## config.mk

```make
export PLATFORM = sky130hd
export DESIGN_NAME = aes128_arb_ctrl_flat
export DESIGN_NICKNAME = d
export VERILOG_FILES = /design/src/rtl/aes128_arb_ctrl_if.sv /design/src/rtl/aes128_arb_ctrl.sv /design/src/flat_wrapper.sv
export SDC_FILE = /design/constraint.sdc
export NUM_CORES = 1
export LEC_CHECK = 0
export ABC_AREA = 1
export CAP_MARGIN = 25
export CORE_AREA = 2 2 362 364
export CTS_CLUSTER_DIAMETER = 80
export DETAILED_ROUTE_END_ITERATION = 10
export DIE_AREA = 0 0 364 366
export PLACE_DENSITY = 0.32
export SYNTH_ARGS = -nofsm -noshare
export SYNTH_HDL_FRONTEND = slang
export SYNTH_SLANG_ARGS = --single-unit
```

## constraint.sdc

```tcl
create_clock -name clk -period 2.1 [get_ports clk]
set_clock_uncertainty 0.05 [all_clocks]
set_input_delay 0.315 -clock clk [delete_from_list [all_inputs] [get_ports clk]]
set_output_delay 0.315 -clock clk [all_outputs]
set_load 0.03 [all_outputs]
```

## src/rtl/aes128_arb_ctrl_if.sv

```systemverilog
// Bundle of the key, requester, AES core and result ports of aes128_arb_ctrl.
// The slave modport is the controller's view; master is the surrounding environment.
interface aes128_arb_ctrl_if #(
  parameter int CNT_W = 16
);
  logic             key_we;
  logic [127:0]     key_in;
  logic             key_valid;
  logic             key_err;

  logic             req0_valid;
  logic             req0_ready;
  logic [127:0]     req0_data;
  logic             req0_inv;

  logic             req1_valid;
  logic             req1_ready;
  logic [127:0]     req1_data;
  logic             req1_inv;

  logic [127:0]     core_input;
  logic [127:0]     core_key;
  logic             core_inv;
  logic [127:0]     core_output;

  logic             out_valid;
  logic             out_ready;
  logic [127:0]     out_data;
  logic             out_id;
  logic [CNT_W-1:0] blk_cnt;

  modport slave (
    input  key_we, key_in,
    output key_valid, key_err,
    input  req0_valid, req0_data, req0_inv,
    output req0_ready,
    input  req1_valid, req1_data, req1_inv,
    output req1_ready,
    output core_input, core_key, core_inv,
    input  core_output,
    output out_valid, out_data, out_id, blk_cnt,
    input  out_ready
  );

  modport master (
    output key_we, key_in,
    input  key_valid, key_err,
    output req0_valid, req0_data, req0_inv,
    input  req0_ready,
    output req1_valid, req1_data, req1_inv,
    input  req1_ready,
    input  core_input, core_key, core_inv,
    output core_output,
    input  out_valid, out_data, out_id, blk_cnt,
    output out_ready
  );
endinterface

```

## src/rtl/aes128_arb_ctrl.sv

```systemverilog
// Shares one combinational AES128 core between two requesters: key holding,
// round-robin grant, fixed-latency wait and a tagged valid/ready result port.
//
// state | meaning
// IDLE  | no key loaded; requests are not accepted
// READY | key loaded; grant a requester or reload the key
// BUSY  | block registered into the core; counting down CORE_LAT
// DONE  | result captured; waiting for out_ready
module aes128_arb_ctrl #(
  parameter int CORE_LAT = 2,
  parameter int CNT_W    = 16
) (
  input  logic             clk,
  input  logic             rst_n,
  aes128_arb_ctrl_if.slave bus
);

  if (CORE_LAT < 1 || CORE_LAT > 15) begin : gLatRange
    $error("aes128_arb_ctrl: CORE_LAT must be within 1..15");
  end

  localparam logic [3:0] LAT_INIT = 4'(CORE_LAT - 1);

  typedef enum logic [1:0] {
    IDLE  = 2'd0,
    READY = 2'd1,
    BUSY  = 2'd2,
    DONE  = 2'd3
  } state_t;

  state_t           state;
  state_t           stateNxt;

  logic [127:0]     keyReg;
  logic             keyValid;
  logic             keyErr;
  logic [127:0]     coreInput;
  logic             coreInv;
  logic [127:0]     outData;
  logic             outValid;
  logic             outId;
  logic [CNT_W-1:0] blkCnt;
  logic             lastGrant;
  logic [3:0]       latCnt;

  logic             grantVld;
  logic             grantId;
  logic             ready0;
  logic             ready1;
  logic             keyLoad;
  logic             keyReject;

  always_ff @(posedge clk) begin
    if (!rst_n) begin
      state <= IDLE;
    end else begin
      state <= stateNxt;
    end
  end

  always_comb begin
    stateNxt  = state;
    grantVld  = 1'b0;
    grantId   = 1'b0;
    ready0    = 1'b0;
    ready1    = 1'b0;
    keyLoad   = 1'b0;
    keyReject = 1'b0;
    case (state)
      IDLE: begin
        if (bus.key_we) begin
          keyLoad  = 1'b1;
          stateNxt = READY;
        end
      end
      READY: begin
        if (bus.key_we) begin
          keyLoad = 1'b1;
        end else begin
          // On a tie the requester that did not win last time gets the core.
          if (bus.req0_valid && bus.req1_valid) begin
            grantVld = 1'b1;
            grantId  = ~lastGrant;
          end else if (bus.req0_valid) begin
            grantVld = 1'b1;
            grantId  = 1'b0;
          end else if (bus.req1_valid) begin
            grantVld = 1'b1;
            grantId  = 1'b1;
          end
          ready0 = grantVld & ~grantId;
          ready1 = grantVld & grantId;
          if (grantVld) begin
            stateNxt = BUSY;
          end
        end
      end
      BUSY: begin
        keyReject = bus.key_we;
        if (latCnt == 4'd0) begin
          stateNxt = DONE;
        end
      end
      DONE: begin
        keyReject = bus.key_we;
        if (bus.out_ready) begin
          stateNxt = READY;
        end
      end
      default: begin
        stateNxt = IDLE;
      end
    endcase
  end

  always_ff @(posedge clk) begin
    if (!rst_n) begin
      keyReg    <= '0;
      keyValid  <= 1'b0;
      keyErr    <= 1'b0;
      coreInput <= '0;
      coreInv   <= 1'b0;
      outData   <= '0;
      outValid  <= 1'b0;
      outId     <= 1'b0;
      blkCnt    <= '0;
      lastGrant <= 1'b1;
      latCnt    <= '0;
    end else begin
      keyErr <= keyReject;

      if (keyLoad) begin
        keyReg   <= bus.key_in;
        keyValid <= 1'b1;
      end

      if (grantVld) begin
        coreInput <= grantId ? bus.req1_data : bus.req0_data;
        coreInv   <= grantId ? bus.req1_inv : bus.req0_inv;
        outId     <= grantId;
        lastGrant <= grantId;
        latCnt    <= LAT_INIT;
      end

      if (state == BUSY) begin
        if (latCnt != 4'd0) begin
          latCnt <= latCnt - 4'd1;
        end else begin
          outData  <= bus.core_output;
          outValid <= 1'b1;
        end
      end

      if (state == DONE && bus.out_ready) begin
        outValid <= 1'b0;
        blkCnt   <= blkCnt + 1'b1;
      end
    end
  end

  assign bus.key_valid  = keyValid;
  assign bus.key_err    = keyErr;
  assign bus.req0_ready = ready0;
  assign bus.req1_ready = ready1;
  assign bus.core_input = coreInput;
  assign bus.core_key   = keyReg;
  assign bus.core_inv   = coreInv;
  assign bus.out_valid  = outValid;
  assign bus.out_data   = outData;
  assign bus.out_id     = outId;
  assign bus.blk_cnt    = blkCnt;

endmodule

```

## src/flat_wrapper.sv

```systemverilog
// flat-port wrapper written by rule: the top's interface ports become plain ports
module aes128_arb_ctrl_flat 
#(
  parameter int CORE_LAT = 2,
  parameter int CNT_W    = 16
)
  (clk, rst_n, bus_key_we, bus_key_in, bus_key_valid, bus_key_err, bus_req0_valid, bus_req0_data, bus_req0_inv, bus_req0_ready, bus_req1_valid, bus_req1_data, bus_req1_inv, bus_req1_ready, bus_core_input, bus_core_key, bus_core_inv, bus_core_output, bus_out_valid, bus_out_data, bus_out_id, bus_blk_cnt, bus_out_ready);
  aes128_arb_ctrl_if #(.CNT_W(CNT_W)) bus_i ();
  input  logic clk;
  input  logic rst_n;
  input wire logic [$bits(bus_i.key_we)-1:0] bus_key_we;
  input wire logic [$bits(bus_i.key_in)-1:0] bus_key_in;
  output wire logic [$bits(bus_i.key_valid)-1:0] bus_key_valid;
  output wire logic [$bits(bus_i.key_err)-1:0] bus_key_err;
  input wire logic [$bits(bus_i.req0_valid)-1:0] bus_req0_valid;
  input wire logic [$bits(bus_i.req0_data)-1:0] bus_req0_data;
  input wire logic [$bits(bus_i.req0_inv)-1:0] bus_req0_inv;
  output wire logic [$bits(bus_i.req0_ready)-1:0] bus_req0_ready;
  input wire logic [$bits(bus_i.req1_valid)-1:0] bus_req1_valid;
  input wire logic [$bits(bus_i.req1_data)-1:0] bus_req1_data;
  input wire logic [$bits(bus_i.req1_inv)-1:0] bus_req1_inv;
  output wire logic [$bits(bus_i.req1_ready)-1:0] bus_req1_ready;
  output wire logic [$bits(bus_i.core_input)-1:0] bus_core_input;
  output wire logic [$bits(bus_i.core_key)-1:0] bus_core_key;
  output wire logic [$bits(bus_i.core_inv)-1:0] bus_core_inv;
  input wire logic [$bits(bus_i.core_output)-1:0] bus_core_output;
  output wire logic [$bits(bus_i.out_valid)-1:0] bus_out_valid;
  output wire logic [$bits(bus_i.out_data)-1:0] bus_out_data;
  output wire logic [$bits(bus_i.out_id)-1:0] bus_out_id;
  output wire logic [$bits(bus_i.blk_cnt)-1:0] bus_blk_cnt;
  input wire logic [$bits(bus_i.out_ready)-1:0] bus_out_ready;
  assign bus_i.key_we = bus_key_we;
  assign bus_i.key_in = bus_key_in;
  assign bus_key_valid = bus_i.key_valid;
  assign bus_key_err = bus_i.key_err;
  assign bus_i.req0_valid = bus_req0_valid;
  assign bus_i.req0_data = bus_req0_data;
  assign bus_i.req0_inv = bus_req0_inv;
  assign bus_req0_ready = bus_i.req0_ready;
  assign bus_i.req1_valid = bus_req1_valid;
  assign bus_i.req1_data = bus_req1_data;
  assign bus_i.req1_inv = bus_req1_inv;
  assign bus_req1_ready = bus_i.req1_ready;
  assign bus_core_input = bus_i.core_input;
  assign bus_core_key = bus_i.core_key;
  assign bus_core_inv = bus_i.core_inv;
  assign bus_i.core_output = bus_core_output;
  assign bus_out_valid = bus_i.out_valid;
  assign bus_out_data = bus_i.out_data;
  assign bus_out_id = bus_i.out_id;
  assign bus_blk_cnt = bus_i.blk_cnt;
  assign bus_i.out_ready = bus_out_ready;
  aes128_arb_ctrl #(.CORE_LAT(CORE_LAT), .CNT_W(CNT_W)) u_core (.clk(clk), .rst_n(rst_n), .bus(bus_i));
endmodule
```

# [Yosys cells after proc, flatten, opt, wreduce, memory -nomap -nowiden]
# Cells that the tools add are included.
[word_totals] romBits=0 ff_bits=412 input_bits=520 mem_bits_rw=0 output_inout_bits=407 n_memories=0 latchBits=0
[op_classes] n_shift=0 n_eq_ne=8 n_reduce_logical=11 n_mux=30 bitwise=6 n_lt_le_gt_ge=0 multipliers=0 addsub=2 div_mod_pow=0
[op_table] op="128-bit two-way mux" n=1
[op_table] op="1-bit two-way mux" n=20
[op_table] op="16-bit by 1-bit adder with 16-bit output (second input constant)" n=1
[op_table] op="4-bit two-way mux" n=3
[op_table] op="2-bit two-way mux" n=5
[op_table] op="2-bit one-hot mux with 4 select lines" n=1
[op_table] op="2-bit inequality test (second input constant)" n=3
[op_table] op="2-bit OR reduction" n=3
[op_table] op="5-bit AND reduction" n=1
[op_table] op="2-bit equality test (second input constant)" n=2
[op_table] op="4-bit zero test" n=1
[op_table] op="2-bit by 1-bit inequality test with 1-bit output (second input constant)" n=2
[op_table] op="1-bit NOT" n=4
[op_table] op="2-bit AND reduction" n=2
[op_table] op="4-bit nonzero test" n=1
[op_table] op="4-bit by 1-bit subtractor with 4-bit output (second input constant)" n=1
[op_table] op="1-bit AND" n=2
[op_table] op="2-bit by 1-bit equality test with 1-bit output (second input constant)" n=1
[op_table] op="1-bit logical AND" n=2
[op_table] op="2-bit zero test" n=1

# [Depth between registers and ports, before layout]
[depth] depth_word=10 depth_mapped=11 ltp_nobuf=9

# [Worst setup path before layout]
# No wires, ideal clock.
[synth_timing] path_type="register to output" start="reg u_core.state[1]" end="out bus_req0_ready" path_slack_ns=0.297 arrival_ns=1.438 n_path_buf=2 path_stages_with_launch=9 path_cell_list="dfxtp_1 inv_1 ha_1 nand2_2 nor2_4 nand2_2 buf_4 buf_6 inv_1"
[synth_via] elab_chain_cells=2
[synth_lines] item="start, declared" line="aes128_arb_ctrl.sv:31" text="state_t state;"
[synth_lines] item="start signal, assigned" line="aes128_arb_ctrl.sv:57" text="state <= stateNxt;"
[synth_lines] item="2-bit by 1-bit equality test with 1-bit output" line="aes128_arb_ctrl.sv:69" text="case (state)"
[synth_lines] item="1-bit two-way mux" line="aes128_arb_ctrl.sv:69"
[synth_lines] item="end, declared" line="flat_wrapper.sv:18" text="output wire logic [$bits(bus_i.req0_ready)-1:0] bus_req0_ready;"
# No other way between the ends.

# [Final worst setup path]
# Same ends and word-level chain as after synthesis.

==> results.json <==
{
  "crit_path_end_kind": "output port",
  "place_area_um2": 28780,
  "finalMaxSlewViolations": 0,
  "crit_path_max_incr_delay_ns": 0.32,
  "num_rows": 132,
  "hold_path_class": "in2reg",
  "ys_top_cells_by_area": "dfxtp_1 49%, nand2_1 18%, a21oi_1 7.7%",
  "r2r_slack_ns": 0.24,
  "fin_ws_ns": 0.02379,
  "critPathMaxFanout": 3,
  "cap_violations": 0,
  "crit_arrival_ns": 1.71,
  "port_buffers": 926,
  "gr-usage-met3": 0.06064,
  "filler_cell_count": 14540,
  "dp.cells": 5045,
  "die_w_um": 364,
  "busiest_layer": "met2",
  "stdcell_area_um2": 30390,
  "drt-total-wl_um": 98830,
  "syn_nets": 2977,
  "synthToLayoutAreaGrowth_pct": 80.26,
  "start_util": 0.1307,
  "grt_max_degree": 73,
  "use_met2": 0.2542,
  "coreArea_um2": 129000,
  "powerDensity_nw_per_um2": 1110,
  "drtPass1Iterations": 5,
  "die_height_um": 366,
  "hp-start": "rst_n",
  "crit_path_start": "u_core.state[1]$_SDFFE_PN0P_",
  "gp_congestion": 0.7841,
  "grt_antenna_before_repair": 16,
  "r2r_cells": 10,
  "root_buffer": "clkbuf_16",
  "ant_nets": 0,
  "rsz0062_at_grt": "true",
  "setup_viol_count_final": 0,
  "cts_tree": "yes",
  "status": "completed",
  "io_pins": 927,
  "period_needed_ns": 2.076,
  "grt_first_pass_wirelength_um": 140300,
  "die_area_um2": 133200,
  "setup.worst_path.class": "reg2out",
  "critPathLaunchType": "register",
  "viasPerCell": 3.632,
  "crit_slowest_cell": "dfxtp_2",
  "timing.rr.start": "u_core.state[1]$_SDFFE_PN0P_",
  "synth-edff-count": 0,
  "worst_slew_pin_slew_ns": 0.5573,
  "clk_pin_slew_worst_paths_ns": 0.06,
  "r2r_end": "u_core.bus.core_key[55]$_SDFFE_PN0P_",
  "synth_cells": 2450,
  "synth.avg_cell_area_um2": 6.882,
  "peakVddDrop_mv": 0.6337,
  "ys_ff_latch": 412,
  "post-synth-top-area-cell": "dfxtp_1",
  "holdWs_ns": 0.07787,
  "power.leakage_nw": 14.16,
  "required_ns": 1.74,
  "drc": 0,
  "path_cells": "inv_2, ha_4, nand2_4, nor2_4, nand2_4, inv_2, buf_6",
  "synth_top_area_frac": 0.4892,
  "htreeDepth": 2,
  "first_global_vias": 19410,
  "grt_util_all_layers": 0.1428,
  "async_flop_share": 0,
  "place_ws_ns": -0.01873,
  "grt-ovfl-total": 0,
  "yosysWarnings": 0,
  "power.total_mw": 33.74,
  "drtIter0Drc": 750,
  "endpoint": "bus_req0_ready",
  "syn_area_um2": 16860,
  "drive_above_1_share": 0.06618,
  "clk_latency_ns": 0.67,
  "clockBufferDepth": 3,
  "stdcell_count": 5161,
  "dp_hpwl_um": 75500,
  "ys_seq_area_frac": 0.4892,
  "gr-usage-met1": 0.1561,
  "fmax_mhz": 481.6,
  "synth_ff_type": "dfxtp_1",
  "fin_crit_sh": 0.9887,
  "clock-sinks": 412,
  "finalNetCount": 3898,
  "ys_types": 25,
  "detail_route.wl_per_cell_um": 19.15,
  "hold_viol_final": 0,
  "cts_buffers": 59,
  "relSlewSlack": 0.6299,
  "via_count": 18740
}
==> worst min path at each step <==
stage                                                  to  depth (start not counted)
CTS                 u_core.bus.out_data[113]$_SDFFE_PN0P_                          3
finish              u_core.bus.out_data[113]$_SDFFE_PN0P_                          3
global route        u_core.bus.out_data[113]$_SDFFE_PN0P_                          3
floorplan                   u_core.lastGrant$_SDFFE_PN1P_                          2
detailed placement   u_core.bus.out_data[51]$_SDFFE_PN0P_                          2
global placement     u_core.bus.out_data[11]$_SDFFE_PN0P_                          2
==> metrics by stage <==
stage | util | setup TNS, ns
after floorplan | - | 0
after global placement | 0.2232 | -0.006421
after detailed placement | 0.2232 | -0.06632
after CTS | 0.2351 | -0.2239
after global routing | 0.2356 | -0.1241
final | 0.2356 | 0
==> state kept, by name (all words and copies together) (netlist names), 2 cells and up <==
| register | cells |
|---|---|
| u_core.bus.out_data | 128 |
| u_core.state | 2 |
| u_core.latCnt | 4 |
| u_core.bus.blk_cnt | 16 |
| u_core.bus.core_input | 128 |
| u_core.bus.core_key | 128 |
==> critical path, delay by kind of cell, from the launching register on <==
kind,cells,cell delay (ns)
fa+ha+maj,1,0.15
buf+inv,3,0.28
flops,1,0.32
simple gates,3,0.28
==> cells by family (layout without fill, tap and decap cells) <==
group                    Yosys count  count (layout)  synth area share
AND/OR/NAND/NOR                 1294            1294            0.3017
flip-flops                       412             412            0.4892
AO/OA/AOI/OAI                    399             399            0.1188
buffers and inverters            337            1302           0.08453
adder cells (fa/ha/maj)            7               7          0.005195
XOR/XNOR                           1               1         0.0005196
other                              0               4                 0
==> repair_timing <==
item,CTS,global route
hold buffers,0,0
endpoints found under the setup margin,364,64
endpoints found under the hold margin,0,0
resized for setup,374,17
pin swaps,3,5
setup buffers,4,5
==> power by group <==
group | switching [mW] | internal (mW) | total (mW)
combinational | 8.64 | 4.80 | 13.4
sequential | 0.829 | 9.42 | 10.2
clock | 4.17 | 5.88 | 10.0
==> synthesized netlist by cell type (7+ instances only) <==
cell type,n
o21ai_0,133
buf_1,8
nand3_1,147
nor2_1,320
a21oi_1,259
dfxtp_1,412
buf_2,53
buf_6,9
buf_4,7
clkbuf_1,94
ha_1,7
inv_1,162
nand2_1,814
==> final cells by class <==
| class | count | area (um2) | area share |
|---|---|---|---|
| Timing Repair Buffer | 1031 | 10150 | 0.3338 |
| Sequential cell | 412 | 8253 | 0.2716 |
| Multi-Input combinational cell | 1701 | 7246 | 0.2384 |
| Tap cell | 1742 | 2180 | 0.07172 |
| Clock buffer | 90 | 1763 | 0.05801 |
| Inverter | 166 | 640.6 | 0.02108 |
| Clock inverter | 15 | 153.9 | 0.005064 |
| Antenna cell | 4 | 10.01 | 0.0003294 |
==> layout by cell type, fill, tap and decap left out, drive strengths merged <==
cell	instances
bufinv	1
dfxtp	412
diode	4
ha	7
nand3	147
dlygate4sd2	361
xor2	1
clkdlybuf4s15	1
clkinvlp	2
buf	115
nor3	4
nor2	322
inv	169
a211oi	1
clkinv	9
nand4	5
a21oi	259
dlymetal6s2s	13
o21ai	137
nand2	816
clkdlybuf4s50	541
clkbuf	90
a31oi	1
o21bai	1
==> metal layers <==
metal,share of wire,vias to the layer above
met5,0.00054,-
met1,0.39,8492
li1,-,9527
met4,0.018,10
met3,0.10,109
met2,0.49,605
(Power assumes the default switching activity.)
==> RTL edit (config.mk and constraints unchanged) <==
Encoding of `state_t`: now one-hot (4 bits for 4 states).
--- a/src/rtl/aes128_arb_ctrl.sv
+++ b/src/rtl/aes128_arb_ctrl.sv
@@ -22,9 +22,9 @@
   localparam logic [3:0] LAT_INIT = 4'(CORE_LAT - 1);
 
-  typedef enum logic [1:0] {
-    IDLE  = 2'd0,
-    READY = 2'd1,
-    BUSY  = 2'd2,
-    DONE  = 2'd3
+  typedef enum logic [3:0] {
+    IDLE  = 4'b0001,
+    READY = 4'b0010,
+    BUSY  = 4'b0100,
+    DONE  = 4'b1000
   } state_t;
 
Check against the original RTL: same outputs for any inputs over 4 cycles, from zero or initial values and one cycle with rst_n low; so few cycles prove little.
==> RTL edit against the original RTL <==
Register-to-register slack lost 0.07 ns. Setup slack gained 0.042 ns. Maximum frequency grew 2.0%. Cell area shrank 2.2%. Synthesized area shrank 4.2%. Routed wire length shrank 7.0%. Sequential cell count grew 2. Critical endpoint unchanged. Largest cell class unchanged.
Power is not compared: it rests on default switching activity, and its combinational part moved more than twofold at a synthesized area within 25%.
==> RTL edit: results (changes against the original RTL) <==
status completed; CP max stage delay 0.35 ns (+0.03 ns); final wirelength 91,930 um (-7.0%); nonclk buf count 1,045 (+1.4%); register area 8297 sq um (+0.53%); CP max stage cell dfxtp_4; Critical Path AT 1.67 ns (-0.04 ns); nets 3,647 (-6.4%); hpwl dp 71,170 um (-5.7%); mapped cell area 16,150 sq um (-4.2%); drt via density 3.613 (-0.51%); nonclk inv count 165 (-0.60%); Clock Sinks 414 (+0.49%); initial antenna violation count 22 (+6); Cell variety after synth 30 (+20%); DR iter-0 viols 710 (-5.3%); Final Core Density 0.2303 (-0.005296); NonClk Buf Share 0.3436 (+0.009740); top post-synthesis cells by count nor2_1, dfxtp_1, o21ai_0; Synth area leaders dfxtp_1, nor2_1, o21ai_0, a21oi_1, nand2_1; clock buf count 87 (-3.3%); dpl cells 4,797 (-4.9%); layout cells sized above 1 0.07479 (+0.008608); fillcell total 14,390 (-1.1%); fraction of area in multi-input gates 0.2158 (-0.02261); first-pass GRT wire length 130,900 um (-6.7%); routability cong. 0.7950 (+1.4%)
==> RTL edit: cell types whose count changed after synthesis, moves of 28 or more <==
cell / before / now
clkbuf_1: 94 / 66
nand3_1: 147 / 25
o21ai_1: 4 / 121
a21oi_1: 259 / 147
o21ai_0: 133 / 399
nand2_1: 814 / 172
nor2_1: 320 / 549
==> RTL edit: kinds of logic after synthesis <==
logic type	synth area share
buffers and inverters	0.09251
XOR/XNOR	0.001627
AND/OR/NAND/NOR	0.1840
flip-flops	0.5132
adder cells (fa/ha/maj)	0.001549
AO/OA/AOI/OAI	0.2071
==> RTL edit: repair_timing <==
| item | 4_1_cts | 5_1_grt |
|---|---|---|
| gates resized for setup | 364 | 21 |
| hold buffers | 1 | 0 |
| hold endpoints to repair | 14 | 0 |
| endpoints found under the setup margin | 349 | 21 |
| buffers inserted | 8 | 0 |
| pin swaps | 4 | 1 |
==> RTL edit: metal layers <==
metal / share of wire / global-route usage / vias up
li1: - / - / 8967
met1: 0.40 / 0.1524 / 8065
met2: 0.47 / 0.2235 / 592
met3: 0.10 / 0.05717 / 118
met4: 0.020 / 0.03511 / 24
met5: 0.0017 / 0 / -
==> RTL edit: path summary, 6_finish.rpt <==
path	startpoint	endpoint	slack [ns]	cells past startpoint
worst max-delay path	u_core.state[2]	bus_req0_ready	0.07	6
worst max register to register	u_core.lastGrant	u_core.bus.core_input[105]	0.17	11
worst min-delay path	bus_core_output[89]	u_core.bus.out_data[89]	0.18	3
worst min register to register	u_core.bus.key_valid	u_core.bus.key_valid	0.41	2
==> RTL edit: tightest hold or removal path, cell delays in order <==
cell and delay [ns]:
clkdlybuf4s50_1 0.40, nor2_1 0.10, nor2_1 0.05
